### src/rtl/fp_div_operand_unpacker_pkg.sv
// Shared constants, FSM state type and helpers for the FP divider operand front end.
package fp_div_operand_unpacker_pkg;

    localparam int         EXP_BIAS    = 127;
    localparam logic [7:0] EXP_SPECIAL = 8'hFF;
    localparam int         SUBN_EXP    = -126;
    localparam int         MANT_W      = 24;

    typedef enum logic [1:0] {
        StateIdle = 2'd0,
        StateNorm = 2'd1,
        StateOut  = 2'd2
    } state_e;

    // A mantissa still needs normalising when it is non-zero but lacks its leading one.
    function automatic logic isPending(input logic [MANT_W-1:0] mant);
        return (mant != '0) && !mant[MANT_W-1];
    endfunction

endpackage

### src/rtl/fp_div_operand_unpacker_classify.sv
// Combinational classifier: splits one IEEE-754 single into class flags,
// an initial unbiased exponent and an initial 24-bit mantissa.
module fp_operand_classify
    import fp_div_operand_unpacker_pkg::*;
#(
    parameter int EXP_W = 10
) (
    input  logic [31:0]       word_i,
    output logic              sign_o,
    output logic              nan_o,
    output logic              inf_o,
    output logic              zero_o,
    output logic              subnormal_o,
    output logic [EXP_W-1:0]  exp_o,
    output logic [MANT_W-1:0] mant_o
);

    logic [7:0]  expField;
    logic [22:0] frac;
    logic        fracZero;

    assign sign_o   = word_i[31];
    assign expField = word_i[30:23];
    assign frac     = word_i[22:0];
    assign fracZero = (frac == 23'd0);

    // Decode the class; specials carry a zero exponent and mantissa so they never normalise.
    always_comb begin
        nan_o       = 1'b0;
        inf_o       = 1'b0;
        zero_o      = 1'b0;
        subnormal_o = 1'b0;
        exp_o       = '0;
        mant_o      = '0;
        if (expField == EXP_SPECIAL) begin
            nan_o = !fracZero;
            inf_o = fracZero;
        end else if (expField == 8'd0) begin
            if (fracZero) begin
                zero_o = 1'b1;
            end else begin
                subnormal_o = 1'b1;
                exp_o       = EXP_W'(SUBN_EXP);
                mant_o      = {1'b0, frac};
            end
        end else begin
            exp_o  = EXP_W'({1'b0, expField}) - EXP_W'(EXP_BIAS);
            mant_o = {1'b1, frac};
        end
    end

endmodule

### src/rtl/fp_div_operand_unpacker.sv
// Front end of the single-precision divider: accepts an operand pair, classifies
// both, normalises subnormals a few bits per cycle and presents the unpacked result.
module fp_div_operand_unpacker
    import fp_div_operand_unpacker_pkg::*;
#(
    parameter int EXP_W     = 10,
    parameter int NORM_STEP = 1
) (
    input  logic              clk,
    input  logic              rst_n,
    input  logic              in_valid,
    output logic              in_ready,
    input  logic [31:0]       a,
    input  logic [31:0]       b,
    output logic              out_valid,
    input  logic              out_ready,
    output logic              a_nan,
    output logic              b_nan,
    output logic              a_inf,
    output logic              b_inf,
    output logic              a_zero,
    output logic              b_zero,
    output logic              res_sign,
    output logic [EXP_W-1:0]  a_exp,
    output logic [EXP_W-1:0]  b_exp,
    output logic [MANT_W-1:0] a_mant,
    output logic [MANT_W-1:0] b_mant,
    output logic              busy
);

    state_e              state_q;
    logic                outValid_q;
    logic                aNan_q, aInf_q, aZero_q;
    logic                bNan_q, bInf_q, bZero_q;
    logic                resSign_q;
    logic [EXP_W-1:0]    aExp_q, bExp_q, aExp_d, bExp_d;
    logic [MANT_W-1:0]   aMant_q, bMant_q, aMant_d, bMant_d;

    logic                aSign, aNanC, aInfC, aZeroC, aSubC;
    logic                bSign, bNanC, bInfC, bZeroC, bSubC;
    logic [EXP_W-1:0]    aExpC, bExpC;
    logic [MANT_W-1:0]   aMantC, bMantC;

    fp_operand_classify #(.EXP_W(EXP_W)) uClassA (
        .word_i      (a),
        .sign_o      (aSign),
        .nan_o       (aNanC),
        .inf_o       (aInfC),
        .zero_o      (aZeroC),
        .subnormal_o (aSubC),
        .exp_o       (aExpC),
        .mant_o      (aMantC)
    );

    fp_operand_classify #(.EXP_W(EXP_W)) uClassB (
        .word_i      (b),
        .sign_o      (bSign),
        .nan_o       (bNanC),
        .inf_o       (bInfC),
        .zero_o      (bZeroC),
        .subnormal_o (bSubC),
        .exp_o       (bExpC),
        .mant_o      (bMantC)
    );

    // One normalisation step: shift each pending mantissa by up to NORM_STEP bits, stopping at the leading one.
    always_comb begin
        aMant_d = aMant_q;
        aExp_d  = aExp_q;
        bMant_d = bMant_q;
        bExp_d  = bExp_q;
        for (int i = 0; i < NORM_STEP; i++) begin
            if (isPending(aMant_d)) begin
                aMant_d = aMant_d << 1;
                aExp_d  = aExp_d - EXP_W'(1);
            end
            if (isPending(bMant_d)) begin
                bMant_d = bMant_d << 1;
                bExp_d  = bExp_d - EXP_W'(1);
            end
        end
    end

    // Control FSM and all result registers; reset abandons any pair in flight.
    always_ff @(posedge clk or negedge rst_n) begin
        if (!rst_n) begin
            state_q    <= StateIdle;
            outValid_q <= 1'b0;
            aNan_q     <= 1'b0;
            aInf_q     <= 1'b0;
            aZero_q    <= 1'b0;
            bNan_q     <= 1'b0;
            bInf_q     <= 1'b0;
            bZero_q    <= 1'b0;
            resSign_q  <= 1'b0;
            aExp_q     <= '0;
            bExp_q     <= '0;
            aMant_q    <= '0;
            bMant_q    <= '0;
        end else begin
            case (state_q)
                StateIdle: begin
                    if (in_valid) begin
                        aNan_q     <= aNanC;
                        aInf_q     <= aInfC;
                        aZero_q    <= aZeroC;
                        bNan_q     <= bNanC;
                        bInf_q     <= bInfC;
                        bZero_q    <= bZeroC;
                        resSign_q  <= aSign ^ bSign;
                        aExp_q     <= aExpC;
                        bExp_q     <= bExpC;
                        aMant_q    <= aMantC;
                        bMant_q    <= bMantC;
                        if (aSubC || bSubC) begin
                            state_q <= StateNorm;
                        end else begin
                            state_q    <= StateOut;
                            outValid_q <= 1'b1;
                        end
                    end
                end
                StateNorm: begin
                    aExp_q  <= aExp_d;
                    bExp_q  <= bExp_d;
                    aMant_q <= aMant_d;
                    bMant_q <= bMant_d;
                    if (!isPending(aMant_d) && !isPending(bMant_d)) begin
                        state_q    <= StateOut;
                        outValid_q <= 1'b1;
                    end
                end
                StateOut: begin
                    if (out_ready) begin
                        state_q    <= StateIdle;
                        outValid_q <= 1'b0;
                    end
                end
                default: begin
                    state_q    <= StateIdle;
                    outValid_q <= 1'b0;
                end
            endcase
        end
    end

    assign in_ready  = (state_q == StateIdle);
    assign busy      = !in_ready;
    assign out_valid = outValid_q;
    assign a_nan     = aNan_q;
    assign a_inf     = aInf_q;
    assign a_zero    = aZero_q;
    assign b_nan     = bNan_q;
    assign b_inf     = bInf_q;
    assign b_zero    = bZero_q;
    assign res_sign  = resSign_q;
    assign a_exp     = aExp_q;
    assign b_exp     = bExp_q;
    assign a_mant    = aMant_q;
    assign b_mant    = bMant_q;

endmodule
### config.mk
export PLATFORM = sky130hd
export DESIGN_NAME = fp_div_operand_unpacker
export DESIGN_NICKNAME = d
export VERILOG_FILES = /design/src/rtl/fp_div_operand_unpacker_pkg.sv /design/src/rtl/fp_div_operand_unpacker_classify.sv /design/src/rtl/fp_div_operand_unpacker.sv
export SDC_FILE = /design/constraint.sdc
export NUM_CORES = 1
export LEC_CHECK = 0
export CORE_MARGIN = 1
export CORE_UTILIZATION = 47
export DETAILED_ROUTE_END_ITERATION = 10
export PLACE_DENSITY = 0.79
export SYNTH_ARGS = -nofsm -noshare
export SYNTH_HDL_FRONTEND = slang
export SYNTH_SLANG_ARGS = --single-unit
### constraint.sdc
create_clock -name clk -period 2.25 [get_ports clk]
set_input_delay 0.5625 -clock clk [delete_from_list [all_inputs] [get_ports clk]]
set_output_delay 0.5625 -clock clk [all_outputs]
set_load 0.03 [all_outputs]
==> impl_metrics.tcl <==
set metrics [dict create \
    synth_area_leaders "dfrtp_1 44%, a221o_1 8.6%, nor2_1 4.4%" \
    max_stage_delay_ns 0.48 \
    finalSetupTns_ns 0 \
    grt_max_degree 43 \
    die_w_um 99.2 \
    ys.flop_type "dfrtp_1" \
    synthDistinctLibCells 57 \
    timing.final.ws_setup_ns 0.0185 \
    hold_path.class "primary input to async pin" \
    grt_pass1_wl_mm 24.2 \
    clockBufferDepth 2 \
    first_pass_iters 6 \
    rsz0062_at_grt "true" \
    fp.dieH_um 99.2 \
    dp_hpwl_mm 11.2 \
    fin_crit_sh_pct 99.2 \
    cp_max_fo 35 \
    rows 35 \
    insertion_delay_ns 0.36 \
    synth_nets 555 \
    syn_to_final_growth_pct 60.1 \
    ant_nets 0 \
    core_area_sq_um 9200 \
    relSlewSlack_pct 44.8 \
    final_nets 800 \
    antenna_cells 0 \
    cp-end-kind "register" \
    numCtsBuffers 9 \
    cts.clk_slew.worst_paths_ns 0.08 \
    drcViolationCount 0 \
    design_area_sq_um 7110 \
    worst_clock_skew_ns 0.0104 \
    routabilityCongestion 0.907 \
    io_buffer_count 145 \
    cp-start-kind "primary input" \
    yosysTopAreaCell "dfrtp_1" \
    cts.sinks 78 \
    drv_slew 0 \
    ys_seq_elements 78 \
    tritoncts "done" \
    post_drt_via_cell_ratio 6.03 \
    avgSynthCellArea_sq_um 9.23 \
    overflow 0 \
    cp_slowest_cell "clkdlybuf4s50_1" \
    finalSetupViolCount 0 \
    worst_slew_pin_slew_ns 0.819 \
    cts.htree.levels 3 \
    synth_top_cell_area_share_pct 44.0 \
    cp.arrival_ns 2.44 \
    max_freq_mhz 448 \
    start_util_pct 48.3 \
    async_flop_share_pct 100 \
    hold_buffers 0 \
    crit_chain "clkdlybuf4s50_1 > or3b_2 > buf_4 > o21ai_0 > o41ai_2 > o21ai_0 > o21ai_0" \
    p_leak_nw 3.21 \
    yosys_warnings 0 \
    grt_pass1_vias 4984 \
    run_status "complete, no violations" \
    crit_top_cell "o21ai_0" \
    cap_violations 0 \
    synthesis.area_sq_um 4440 \
    period_minus_slack_ns 2.23 \
    drtIter0Drc 271 \
    cts_root_buf "clkbuf_8" \
    path_class "primary input to register" \
    netlist_instances 481 \
    synth_edf_count 0 \
    finalHoldViolCount 0 \
    dieArea_sq_um 9840 \
    power_density_nw_per_um2 793 \
    ys_seq_area_share_pct 44.0 \
    place_area_sq_um 6770 \
    wl_per_cell_um 17.9 \
    critPathRequiredTime_ns 2.46 \
    vias 5069 \
    ir_worst_vdd_mv 0.400 \
    drive_above_1_share_pct 21.9 \
    ios 146 \
    track_usage_pct 31.0 \
    antenna_found_initial 0 \
    pre_cts_slack_ns -0.415 \
    drt_wl_total_mm 15.1 \
]
==> where the power goes <==
part	internal (mW)	leakage (nW)	switching, mW	total (mW)
combinational	1.15	2.14	1.30	2.44
sequential	1.69	0.966	0.344	2.04
clock	0.623	0.103	0.536	1.16
total	3.46	3.21	2.18	5.64
==> critical path: cells and delay by family <==
family / cells / cell delay, ns
buffers and inverters: 2 / 0.73
and+or+nand+nor: 1 / 0.46
AOI/OAI and AO/OA: 4 / 0.67
==> per-layer routing <==
metal	share of wire (%)	wire [um]	track usage, %	vias up
met4	2.2	333	10.3	0
met2	48	7290	51.9	258
met1	42	6410	41.0	2437
li1	-	-	-	2340
met5	0	0	0	-
met3	7.0	1060	5.34	34
==> synth_stat cells, types with 3 or more instances <==
cell / number
dfrtp_1: 78
nor2_1: 52
nand2_1: 51
a221o_1: 38
o21ai_0: 36
nor4_1: 27
and3_1: 20
clkbuf_1: 19
nand3_1: 13
inv_1: 12
nor3_1: 11
a22o_1: 10
a21oi_1: 9
o22ai_1: 8
xor2_1: 8
ha_1: 6
nand4_1: 6
a22oi_1: 5
buf_2: 5
o21a_1: 5
xnor2_1: 5
nand2b_1: 4
o31ai_1: 4
or3_1: 4
o211ai_1: 3
or2_2: 3
==> flip-flops by register name, summed over array words and instances (netlist names) <==
register,flops
a_exp,10
a_inf,1
a_mant,24
a_nan,1
a_zero,1
b_exp,10
b_inf,1
b_mant,24
b_nan,1
b_zero,1
out_valid,1
res_sign,1
state_q,2
==> final timing paths <==
kind | from | end | slack (ns) | cells after the start
setup / recovery | in_valid | b_exp[7]$_DFFE_PN0P_ | 0.02 | 7
hold / removal | rst_n | a_exp[8]$_DFFE_PN0P_ | 0.19 | 1
setup reg to reg | b_mant[18]$_DFFE_PN0P_ | b_exp[7]$_DFFE_PN0P_ | 0.04 | 5
hold reg to reg | b_zero$_DFFE_PN0P_ | b_zero$_DFFE_PN0P_ | 0.48 | 2
max in group asynchronous | rst_n | a_mant[22]$_DFFE_PN0P_ | 1.47 | 2
min in group clk | b_zero$_DFFE_PN0P_ | b_zero$_DFFE_PN0P_ | 0.48 | 2
==> what timing repair did <==
action                                  in CTS  in global routing
gates cloned                                 0                  2
resized for setup                            4                 18
setup buffers                                3                  1
pin swaps                                    4                  8
endpoints found under the setup margin      29                 49
==> area by class of cell <==
class | count | area (sq um)
Inverter | 12 | 45.0
Multi-Input combinational cell | 365 | 2390
Clock inverter | 5 | 85.1
Tap cell | 111 | 139
Sequential cell | 78 | 1950
Clock buffer | 10 | 128
Timing Repair Buffer | 260 | 2370
Fill cell | 639 | 2090
==> layout by cell type (no fill, tap or decap), types with 3 or more instances in the layout <==
cell	netlist	final
a21oi_1	9	8
a221o_1	38	38
a22o_1	10	10
a22oi_1	5	5
and3_1	20	20
and3_4	1	3
buf_12	0	3
buf_4	1	112
clkbuf_8	0	9
clkdlybuf4s50_1	0	135
dfrtp_1	78	78
dlymetal6s2s_1	0	7
ha_1	6	6
inv_1	12	12
nand2_1	51	51
nand2b_1	4	4
nand3_1	13	12
nand4_1	6	6
nor2_1	52	52
nor3_1	11	11
nor4_1	27	20
nor4_2	1	8
o211ai_1	3	3
o21a_1	5	5
o21ai_0	36	36
o22ai_1	8	8
o31ai_1	4	3
or2_2	3	3
or3_1	4	4
xnor2_1	5	5
xor2_1	8	8
==> cells by family (layout without fill, tap and decap cells) <==
logic type,after synthesis,count (layout),share of synthesized area [%]
AOI/OAI and AO/OA,138,138,24.2
xor gates and xnor gates,13,13,2.56
adders and majority gates,6,6,1.69
buffers and inverters,40,287,3.95
DFF,78,78,44.0
muxes,3,3,0.733
and+or+nand+nor,203,205,22.9
==> through the flow <==
stage               power [mW]  hold WS, ns  cells  utilization [%]
floorplan                 3.22        0.267    481                -
global placement          4.38        0.461    820             73.6
detailed placement        4.45        0.471    820             73.6
CTS                       5.62        0.214    838             76.3
global route              5.90        0.220    841             77.3
finish                    5.64        0.190    841             77.3
Power figures use the tool's default switching activity.
